--- src/rtl/frame_scheduler_pkg.sv ---
// rtl/frame_scheduler_pkg.sv - shared state codes, default parameters and sizing helpers
package frame_scheduler_pkg;

    typedef enum logic [2:0] {
        ST_IDLE      = 3'd0,
        ST_CFG       = 3'd1,
        ST_WAIT_DONE = 3'd2,
        ST_SKIP      = 3'd3,
        ST_FLUSH     = 3'd4,
        ST_ARM       = 3'd5,
        ST_RUN       = 3'd6,
        ST_FAIL      = 3'd7
    } sched_state_t;

    localparam int DEF_SKIP_FRAMES  = 2;
    localparam int DEF_FLUSH_CYCLES = 16;
    localparam int DEF_CFG_TIMEOUT  = 12500000;
    localparam int DEF_CFG_RETRIES  = 3;
    localparam int DEF_SOF_TIMEOUT  = 12500000;

    // Bits needed to hold the value max_val itself, never less than one.
    function automatic int cnt_width(input int max_val);
        int w;
        w = $clog2(max_val + 1);
        return (w < 1) ? 1 : w;
    endfunction

    function automatic int max3(input int a, input int b, input int c);
        int m;
        m = (a > b) ? a : b;
        return (m > c) ? m : c;
    endfunction

endpackage

--- src/rtl/sched_timer.sv ---
// rtl/sched_timer.sv - loadable saturating down-counter with terminal-count flag
module sched_timer #(
    parameter int WIDTH = 8
) (
    input  logic             i_clk,
    input  logic             i_rstn,
    input  logic             load,
    input  logic [WIDTH-1:0] load_val,
    output logic             tc
);

    logic [WIDTH-1:0] count;

    always_ff @(posedge i_clk or negedge i_rstn) begin
        if (!i_rstn) begin
            count <= '0;
        end else if (load) begin
            count <= load_val;
        end else if (count != '0) begin
            count <= count - 1'b1;
        end
    end

    // Flags the last cycle of a loaded interval; a zero load expires at once.
    assign tc = (count <= WIDTH'(1));

endmodule

--- src/rtl/frame_scheduler.sv ---
// rtl/frame_scheduler.sv - camera config, frame skip, pipeline flush and stream gating sequencer
module frame_scheduler
    import frame_scheduler_pkg::*;
#(
    parameter int SKIP_FRAMES  = DEF_SKIP_FRAMES,
    parameter int FLUSH_CYCLES = DEF_FLUSH_CYCLES,
    parameter int CFG_TIMEOUT  = DEF_CFG_TIMEOUT,
    parameter int CFG_RETRIES  = DEF_CFG_RETRIES,
    parameter int SOF_TIMEOUT  = DEF_SOF_TIMEOUT
) (
    input  logic       i_clk,
    input  logic       i_rstn,
    input  logic       i_sof,
    input  logic       i_cfg_done,
    input  logic       i_sw_gaussian,
    output logic       o_cfg_start,
    output logic       o_gaussian_enable,
    output logic       o_pipe_flush,
    output logic       o_stream_en,
    output logic [2:0] o_state,
    output logic       o_cfg_fail
);

    localparam int TMR_W = cnt_width(max3(CFG_TIMEOUT, FLUSH_CYCLES, SOF_TIMEOUT));
    localparam int ATT_W = cnt_width(CFG_RETRIES);
    localparam int SOF_W = cnt_width(SKIP_FRAMES);
    localparam logic [ATT_W-1:0] ATT_MAX = '1;
    localparam logic [SOF_W-1:0] SOF_MAX = '1;

    sched_state_t     state;
    sched_state_t     next_state;
    logic [ATT_W-1:0] attempt_cnt;
    logic [SOF_W-1:0] sof_cnt;
    logic             pending;
    logic             tmr_load;
    logic [TMR_W-1:0] tmr_val;
    logic             tmr_tc;

    // Config wait, flush and sof watchdog never overlap, so one timer serves all three.
    sched_timer #(.WIDTH(TMR_W)) u_timer (
        .i_clk    (i_clk),
        .i_rstn   (i_rstn),
        .load     (tmr_load),
        .load_val (tmr_val),
        .tc       (tmr_tc)
    );

    always_ff @(posedge i_clk or negedge i_rstn) begin
        if (!i_rstn) begin
            state <= ST_IDLE;
        end else begin
            state <= next_state;
        end
    end

    always_comb begin
        next_state = state;
        case (state)
            ST_IDLE: next_state = ST_CFG;
            ST_CFG:  next_state = ST_WAIT_DONE;
            ST_WAIT_DONE: begin
                if (i_cfg_done) begin
                    next_state = (SKIP_FRAMES == 0) ? ST_FLUSH : ST_SKIP;
                end else if (tmr_tc) begin
                    next_state = (attempt_cnt < ATT_W'(CFG_RETRIES)) ? ST_CFG : ST_FAIL;
                end
            end
            ST_SKIP: begin
                if (SKIP_FRAMES == 0) begin
                    next_state = ST_FLUSH;
                end else if (i_sof && (int'(sof_cnt) + 1 >= SKIP_FRAMES)) begin
                    next_state = ST_FLUSH;
                end
            end
            ST_FLUSH: if (tmr_tc) next_state = ST_ARM;
            ST_ARM:   if (i_sof) next_state = ST_RUN;
            ST_RUN: begin
                if (i_sof) begin
                    if (pending) next_state = ST_FLUSH;
                end else if (tmr_tc) begin
                    next_state = ST_CFG;
                end
            end
            ST_FAIL: next_state = ST_FAIL;
            default: next_state = ST_IDLE;
        endcase
    end

    always_comb begin
        tmr_load = (next_state != state) || ((state == ST_RUN) && i_sof);
        case (next_state)
            ST_WAIT_DONE: tmr_val = TMR_W'(CFG_TIMEOUT);
            ST_FLUSH:     tmr_val = TMR_W'(FLUSH_CYCLES);
            ST_RUN:       tmr_val = TMR_W'(SOF_TIMEOUT);
            default:      tmr_val = '0;
        endcase
    end

    // Outputs are registered from next_state so they line up with the state they describe.
    always_ff @(posedge i_clk or negedge i_rstn) begin
        if (!i_rstn) begin
            o_cfg_start       <= 1'b0;
            o_pipe_flush      <= 1'b0;
            o_stream_en       <= 1'b0;
            o_cfg_fail        <= 1'b0;
            o_gaussian_enable <= 1'b0;
            attempt_cnt       <= '0;
            sof_cnt           <= '0;
            pending           <= 1'b0;
        end else begin
            o_cfg_start  <= (next_state == ST_CFG);
            o_pipe_flush <= (next_state == ST_FLUSH);
            o_stream_en  <= (next_state == ST_RUN);
            o_cfg_fail   <= (next_state == ST_FAIL);

            if (next_state == ST_FAIL) begin
                o_gaussian_enable <= 1'b0;
            end else if ((next_state == ST_FLUSH) && (state != ST_FLUSH)) begin
                o_gaussian_enable <= i_sw_gaussian;
            end

            if ((state == ST_CFG) && (attempt_cnt != ATT_MAX)) begin
                attempt_cnt <= attempt_cnt + 1'b1;
            end else if (((state == ST_WAIT_DONE) && i_cfg_done) ||
                         ((state == ST_RUN) && (next_state == ST_CFG))) begin
                attempt_cnt <= '0;
            end

            if ((next_state == ST_SKIP) && (state != ST_SKIP)) begin
                sof_cnt <= '0;
            end else if ((state == ST_SKIP) && i_sof && (sof_cnt != SOF_MAX)) begin
                sof_cnt <= sof_cnt + 1'b1;
            end

            // Pending tracks the mismatch level, so a toggle-back before sof cancels it.
            if ((state == ST_RUN) && (next_state == ST_RUN)) begin
                pending <= (i_sw_gaussian != o_gaussian_enable);
            end else begin
                pending <= 1'b0;
            end
        end
    end

    assign o_state = state;

endmodule

--- config.mk ---
export PLATFORM = sky130hd
export DESIGN_NAME = frame_scheduler
export DESIGN_NICKNAME = d
export VERILOG_FILES = /design/src/rtl/frame_scheduler_pkg.sv /design/src/rtl/sched_timer.sv /design/src/rtl/frame_scheduler.sv
export SDC_FILE = /design/constraint.sdc
export NUM_CORES = 1
export LEC_CHECK = 0
export ABC_CLOCK_PERIOD_IN_PS = 4300
export BUFFER_PORTS_ARGS = -buffer_cell sky130_fd_sc_hd__buf_2
export CAP_MARGIN = 20
export CORE_MARGIN = 3
export CORE_UTILIZATION = 55
export CTS_CLUSTER_SIZE = 10
export DETAILED_ROUTE_END_ITERATION = 8
export PLACE_DENSITY = 0.84
export SKIP_CTS_REPAIR_TIMING = 1
export SLEW_MARGIN = 20
export SYNTH_ARGS = -nofsm -noshare
export SYNTH_HDL_FRONTEND = slang
export SYNTH_SLANG_ARGS = --single-unit
--- constraint.sdc ---
create_clock -name i_clk -period 4.3 [get_ports i_clk]
set_input_delay 0 -clock i_clk [delete_from_list [all_inputs] [get_ports i_clk]]
set_output_delay 0 -clock i_clk [all_outputs]
set_load 0.02 [all_outputs]
Yosys cells after proc, flatten, opt, wreduce, memory -nomap -nowiden
Index checks and enable logic that the tools add are counted.
Widths: inputs -> output; s select.
Operators by class
  muxes and demuxes: 20
  add/sub/neg operators: 4
  div/mod/pow operators: 0
  shift operators: 0
  equality and inequality tests: 19
  $mul: 0
  reductions and logical operators: 19
  bitwise gates (word level): 0
  magnitude comparators: 3
Operator list (number)
  $mux 24: 2
  $pmux 24 s2: 1
  $mux 3: 9
  $le 24x1->1 const B: 1
  $pmux 3 s8: 1
  $reduce_bool 24->1: 1
  $sub 24x1->24 const B: 1
  $eq 3x3->1 const B: 7
  $eq 3x2->1 const B: 4
  $logic_and 1x1->1: 10
  $mux 2: 4
  $reduce_bool 2->1: 4
  $eq 3x1->1 const B: 2
  $add 2x1->2 const B: 2
  $ne 2x2->1 const B: 2
  $add 2x1->3 const B: 1
  $ge 3x2->1 const B: 1
  $logic_not 3->1: 1
  $mux 1: 3
  $ne 3x2->1 const B: 1
  $ne 3x3->1: 1
  $ne 3x3->1 const B: 1
  $logic_or 1x1->1: 2
  $lt 2x2->1 const B: 1
  other kinds (2): 2
Storage, ports and cells
  output and inout port bits: 8
  memories kept: 0
  register bits after elaboration: 37
  bits in writable memories: 0
  memory bits (read-only): 0
  logic and storage cells: 75
  latch bits: 0
  input port bits: 5

Depth between registers and ports, before layout
  depth after elaboration: 10
  gate-level depth with buffers: 9
  mapped depth without buffers: 9

Hierarchy
From an unflattened synthesis, not the netlist that was laid out.
Unflattened totals
  cell total of the unflattened synthesis: 234
  area total of the unflattened synthesis: 2290.9 um2
Modules (own cells, without submodules)
  sched_timer: area an instance 1467.7 um2, times used 1, cells an instance 154, seq. area each 600.6 um2
  frame_scheduler: area an instance 823.3 um2, times used 1, cells an instance 80, seq. area each 325.3 um2

Worst setup path before layout
Ideal clock, no wire load.
  kind: register -> register
  from: register u_timer.count[18]
  to: register attempt_cnt[0]
  clock period less this slack: 2.270 ns
  setup time: 0.146 ns
  arrival time: 2.124 ns
  path slack: 2.030 ns
  cell stages (with the launch flop): 7
  path buffers: 0
  required time: 4.154 ns
  cell sequence: dfrtp_1 -> or4_4 -> or4_4 -> o31ai_4 -> o211ai_4 -> a211oi_4 -> a31oi_1
On the way
  cells in the longest elaborated chain, start to end: 8
  elaborated cells between the ends (all ways): 11
  classes of those cells: order compare: 1; eq/ne: 1; mux: 6; reduce/logical: 3
RTL lines
  start: declaration: line sched_timer.sv:12  | logic [WIDTH-1:0] count;
  start signal: assignment: line sched_timer.sv:18  | count <= load_val;
  start signal: assignment: line sched_timer.sv:20  | count <= count - 1'b1;
  $le 24x1->1 (*): line sched_timer.sv:25  | assign tc = (count <= WIDTH'(1));
  $mux 3 (on tied branches): line frame_scheduler.sv:80, frame_scheduler.sv:64
  $mux 3 (on tied branches): line frame_scheduler.sv:78, frame_scheduler.sv:62
  $pmux 3 s8 (*): line frame_scheduler.sv:58  | case (state)
  named net next_state[2]: line frame_scheduler.sv:31  | sched_state_t next_state;
  $eq 3x1->1 (*): line frame_scheduler.sv:125  | ((state == ST_RUN) && (next_state == ST_CFG))) begin
  $logic_and 1x1->1 (*): line frame_scheduler.sv:125
  $logic_or 1x1->1 (*): line frame_scheduler.sv:124  | end else if (((state == ST_WAIT_DONE) && i_cfg_done) ||
  $reduce_bool 2->1 (no source line) (*)
  end signal: assignment: line frame_scheduler.sv:123  | attempt_cnt <= attempt_cnt + 1'b1;
  end: declaration: line frame_scheduler.sv:32  | logic [ATT_W-1:0] attempt_cnt;
Mark *: on every way through the listed nets, which the timed path passes. The rest lies on a longest branch.
A chain may end at the register's enable or synchronous reset.

Final worst setup path
  from: register u_timer.count[2]
  to: register u_timer.count[11]
On the way
  cells in the longest elaborated chain, start to end: 8
  elaborated cells between the ends (all ways): 19
  classes of those cells: add/sub: 1; order compare: 1; eq/ne: 4; mux: 9; reduce/logical: 4
RTL lines
  $le 24x1->1: line sched_timer.sv:25
  $mux 3 (on tied branches): line frame_scheduler.sv:80, frame_scheduler.sv:64
  $mux 3 (on tied branches): line frame_scheduler.sv:78, frame_scheduler.sv:62
  $pmux 3 s8: line frame_scheduler.sv:58
  $eq 3x3->1 or $eq 3x2->1 (tied branches): line frame_scheduler.sv:91  | case (next_state)
  $reduce_or 2->1 (no source line)
  $pmux 24 s2: line frame_scheduler.sv:91
  $mux 24: line sched_timer.sv:17  | end else if (load) begin
Several ways; a longest one is shown, not always the timed one. The select of a mux whose other input is x is not followed.

==> run metrics <==
fraction of the mapped netlist area in adder cells=0.03252; number of vias in the routed layout=1861; number of antenna violations at the first check in global routing=0; number of placed instances with taps included=294; Worst Path Arrival=3.19 ns; post-synthesis average cell area=9.422 um^2; Post-synth top flop=sky130_fd_sc_hd__dfrtp_1; number of placed I/O pins=13; critical register-to-register path startpoint=u_timer.count[2]$_DFFE_PN0P_; Mapped Cells=245; Distinct cells, synth=51; biggest area consumer among synthesized cells=sky130_fd_sc_hd__dfrtp_1; Max Clock Freq=335.8 MHz; Hold Fails Final Rpt=0; clock slew at reported path FFs=0.07 ns; buffering stage count on the worst path with inverters included=0; CP cell instances=nor3_1, and3_1, nand4b_4, a32oi_4, nor2_1, nor2_1; max-cap violations=0; number of vias per cell=6.162; cell types occupying the most area after synthesis=sky130_fd_sc_hd__dfrtp_1 40%, sky130_fd_sc_hd__nor2_1 6.8%, sky130_fd_sc_hd__xor2_1 5.7%; Yosys reg bits=37; number of buffer cells added on primary ports=12; synthesized cell area=2308 um^2; clock tree from TritonCTS=built; fraction of layout instances using a drive strength above 1=0.1417; number of cell instances on the worst register-to-register path=6; dominant combinational cell family by area after synthesis=simple AND/OR/NAND/NOR gates; Max clock buf depth=2; category of the most critical setup path=flop to flop; maximum cell stage delay along the critical path=0.73 ns; Hold Path Origin=i_sw_gaussian; Clk Tree Root Cell=sky130_fd_sc_hd__clkbuf_8; launching element type of the critical path=flop; Mapped Nets=256; fraction of the yosys area taken by sequential cells=0.4011; terminating pin of the worst hold path=pending$_DFF_PN0_; Most common cell on crit path=sky130_fd_sc_hd__nor2_1; Worst Setup End Kind=flop; number of nets with antenna violations after detailed routing=0; fraction of post-synthesis cell area in the top cell type by area=0.4011; overall die area=5011 um^2; Post-Synth XOR/XNOR Area=0.09106; largest net degree at the start of global routing=38; unrepaired setup endpoints after global routing=no; TritonCTS sink count=37; number of enable flip-flop cells after synthesis=0; commonest non-fill, non-tap cell in the layout=sky130_fd_sc_hd__nor2_1; number of iterations in the first detailed-routing pass=4; DIE HEIGHT=70.79 um; global router's overall resource usage=0.2125; Chip Width=70.79 um; first-pass GRT wire length=8583 um; vias in the first global route=1865; path class of the lowest-slack min-delay path=input pin to flop; top fanout value on the critical path=27; Slew Viols, Final=0; transition time at the pin with the least slew margin=0.8436 ns; Clk Latency, worst-skew pair=0.29 ns; setup slack on the worst flop-to-flop path=1.32 ns; Slew Limit Headroom=0.4376; Hold Path Stages=4; area added between synthesis and finish=7.588%; core region area=3854 um^2; minimum clock period after layout=2.978 ns; Final Net Count=265; Num CTS Buffers=5; reg-to-reg critical path endpoint=u_timer.count[11]$_DFFE_PN0P_; total setup violations reported at the end of the flow=0; starting density of the core=0.5990; cell leakage power=0.001078 uW; IR Drop Worst-Case VDD=0.0003200 V; most frequent cells in the layout=42 x sky130_fd_sc_hd__nor2_1, 37 x sky130_fd_sc_hd__dfrtp_1, 15 x sky130_fd_sc_hd__xor2_1; Power Density=718.0 nW/um^2; ratio of final minimum period to clock period=0.6926; Async SR Flop Fraction=1.000; count of non-filler cells in the finished layout=302; Core Rows=22; Crit-path slowest cell=sky130_fd_sc_hd__a32oi_4; synthesized-area fraction occupied by and/or/nand/nor cells=0.2688; routed length per placed instance=15.47 um; Detail Placement HPWL=3242 um; residual overflow from global routing=0; mux cell area share after synthesis=0; Util after Layout=0.6445; run status=finished, final reports clean; area fraction in compound gates after synthesis=0.1675; antenna diode count=0; number of remaining DRC errors=0; kind of cell adding the most delay to the critical path=simple AND/OR/NAND/NOR gates; Final TNS setup=0 ns; number of design-rule violations left by the first detailed-router iteration=115; DRT Wirelength=4673 um; H-Tree Level Count=2; Worst Skew=0.007201 ns; number of synthesis warnings=0; Placer Congestion=0.8047; endpoint required time on the critical path=4.51 ns
[state kept, by name, summed over array words and instances, names as in the netlist]
| signal | flops |
|---|---|
| attempt_cnt | 2 |
| pending | 1 |
| u_timer.count | 24 |
| o_gaussian_enable | 1 |
| o_stream_en | 1 |
| o_cfg_fail | 1 |
| o_state | 3 |
| o_pipe_flush | 1 |
| sof_cnt | 2 |
| o_cfg_start | 1 |
[worst max-delay path by stage]
stage | end | start | depth (start not counted)
after global routing | u_timer.count[19]$_DFFE_PN0P_ | u_timer.count[2]$_DFFE_PN0P_ | 6
after CTS | u_timer.count[11]$_DFFE_PN0P_ | u_timer.count[2]$_DFFE_PN0P_ | 6
after floorplan | attempt_cnt[0]$_DFFE_PN0P_ | u_timer.count[18]$_DFFE_PN0P_ | 6
after global placement | u_timer.count[21]$_DFFE_PN0P_ | u_timer.count[2]$_DFFE_PN0P_ | 6
final | u_timer.count[11]$_DFFE_PN0P_ | u_timer.count[2]$_DFFE_PN0P_ | 6
after detailed placement | u_timer.count[11]$_DFFE_PN0P_ | u_timer.count[2]$_DFFE_PN0P_ | 6
[worst reg2reg max path, stage by stage, from the launching register on]
cell                       delay [ns]
sky130_fd_sc_hd__dfrtp_1         0.43
sky130_fd_sc_hd__nor3_1          0.59
sky130_fd_sc_hd__and3_1          0.36
sky130_fd_sc_hd__nand4b_4        0.19
sky130_fd_sc_hd__a32oi_4         0.73
sky130_fd_sc_hd__nor2_1          0.41
sky130_fd_sc_hd__nor2_1          0.19
[stage by stage]
| stage | total power [uW] | worst slack [ns] | instance area (um^2) | hold WS [ns] |
|---|---|---|---|---|
| finish | 1783 | 1.322 | 2484 | 0.01521 |
| global route | 1936 | 1.042 | 2484 | 0.02927 |
| CTS | 1786 | 1.356 | 2474 | -0.1785 |
| detailed placement | 1533 | 1.362 | 2384 | 0.1380 |
| global placement | 1498 | 1.489 | 2384 | 0.1268 |
| floorplan | 1337 | 2.030 | 2308 | -0.2956 |
[cells in the mapped netlist (3+ instances only)]
cell	n
sky130_fd_sc_hd__nand4b_1	5
sky130_fd_sc_hd__ha_1	6
sky130_fd_sc_hd__a21oi_1	6
sky130_fd_sc_hd__nor2_1	42
sky130_fd_sc_hd__or4_4	3
sky130_fd_sc_hd__clkbuf_1	8
sky130_fd_sc_hd__dfrtp_1	37
sky130_fd_sc_hd__o21ai_1	4
sky130_fd_sc_hd__o22a_1	13
sky130_fd_sc_hd__nor4_1	7
sky130_fd_sc_hd__nand2b_1	7
sky130_fd_sc_hd__buf_2	3
sky130_fd_sc_hd__nor3_1	7
sky130_fd_sc_hd__xnor2_1	9
sky130_fd_sc_hd__inv_2	3
sky130_fd_sc_hd__or3_1	5
sky130_fd_sc_hd__nand3_1	9
sky130_fd_sc_hd__xor2_1	15
sky130_fd_sc_hd__inv_1	7
sky130_fd_sc_hd__nand4_1	6
sky130_fd_sc_hd__nand2_1	8
[routing by layer]
metal	wire length (um)	track usage	vias up
li1	-	-	894
met1	2076	0.2769	921
met2	2341	0.3419	38
met3	192	0.05114	8
met4	63	0.08351	0
met5	0	0	-
[kinds of logic after synthesis]
kind of cell,after synthesis
AND/OR/NAND/NOR,111
AO/OA/AOI/OAI,45
flip-flops,37
XOR/XNOR,24
buffers and inverters,22
adder cells (fa/ha/maj),6
[final cells by class]
class / instances / area [um^2]
inverters: 10 / 37.54
fillers: 332 / 1370
clock buffers: 6 / 82.58
flip-flops and latches: 37 / 925.9
multi-input cells: 186 / 1292
clock inverters: 1 / 7.507
repair buffers: 14 / 77.57
well taps: 48 / 60.06
[where the power goes]
group	leakage, uW	total, uW	internal (uW)	switching (uW)
Sequential	0.000478	641	478	163
Clock	0.0000433	243	126	117
Combinational	0.000556	899	363	535
Total	0.00108	1780	968	815
(Power assumes the default switching activity.)
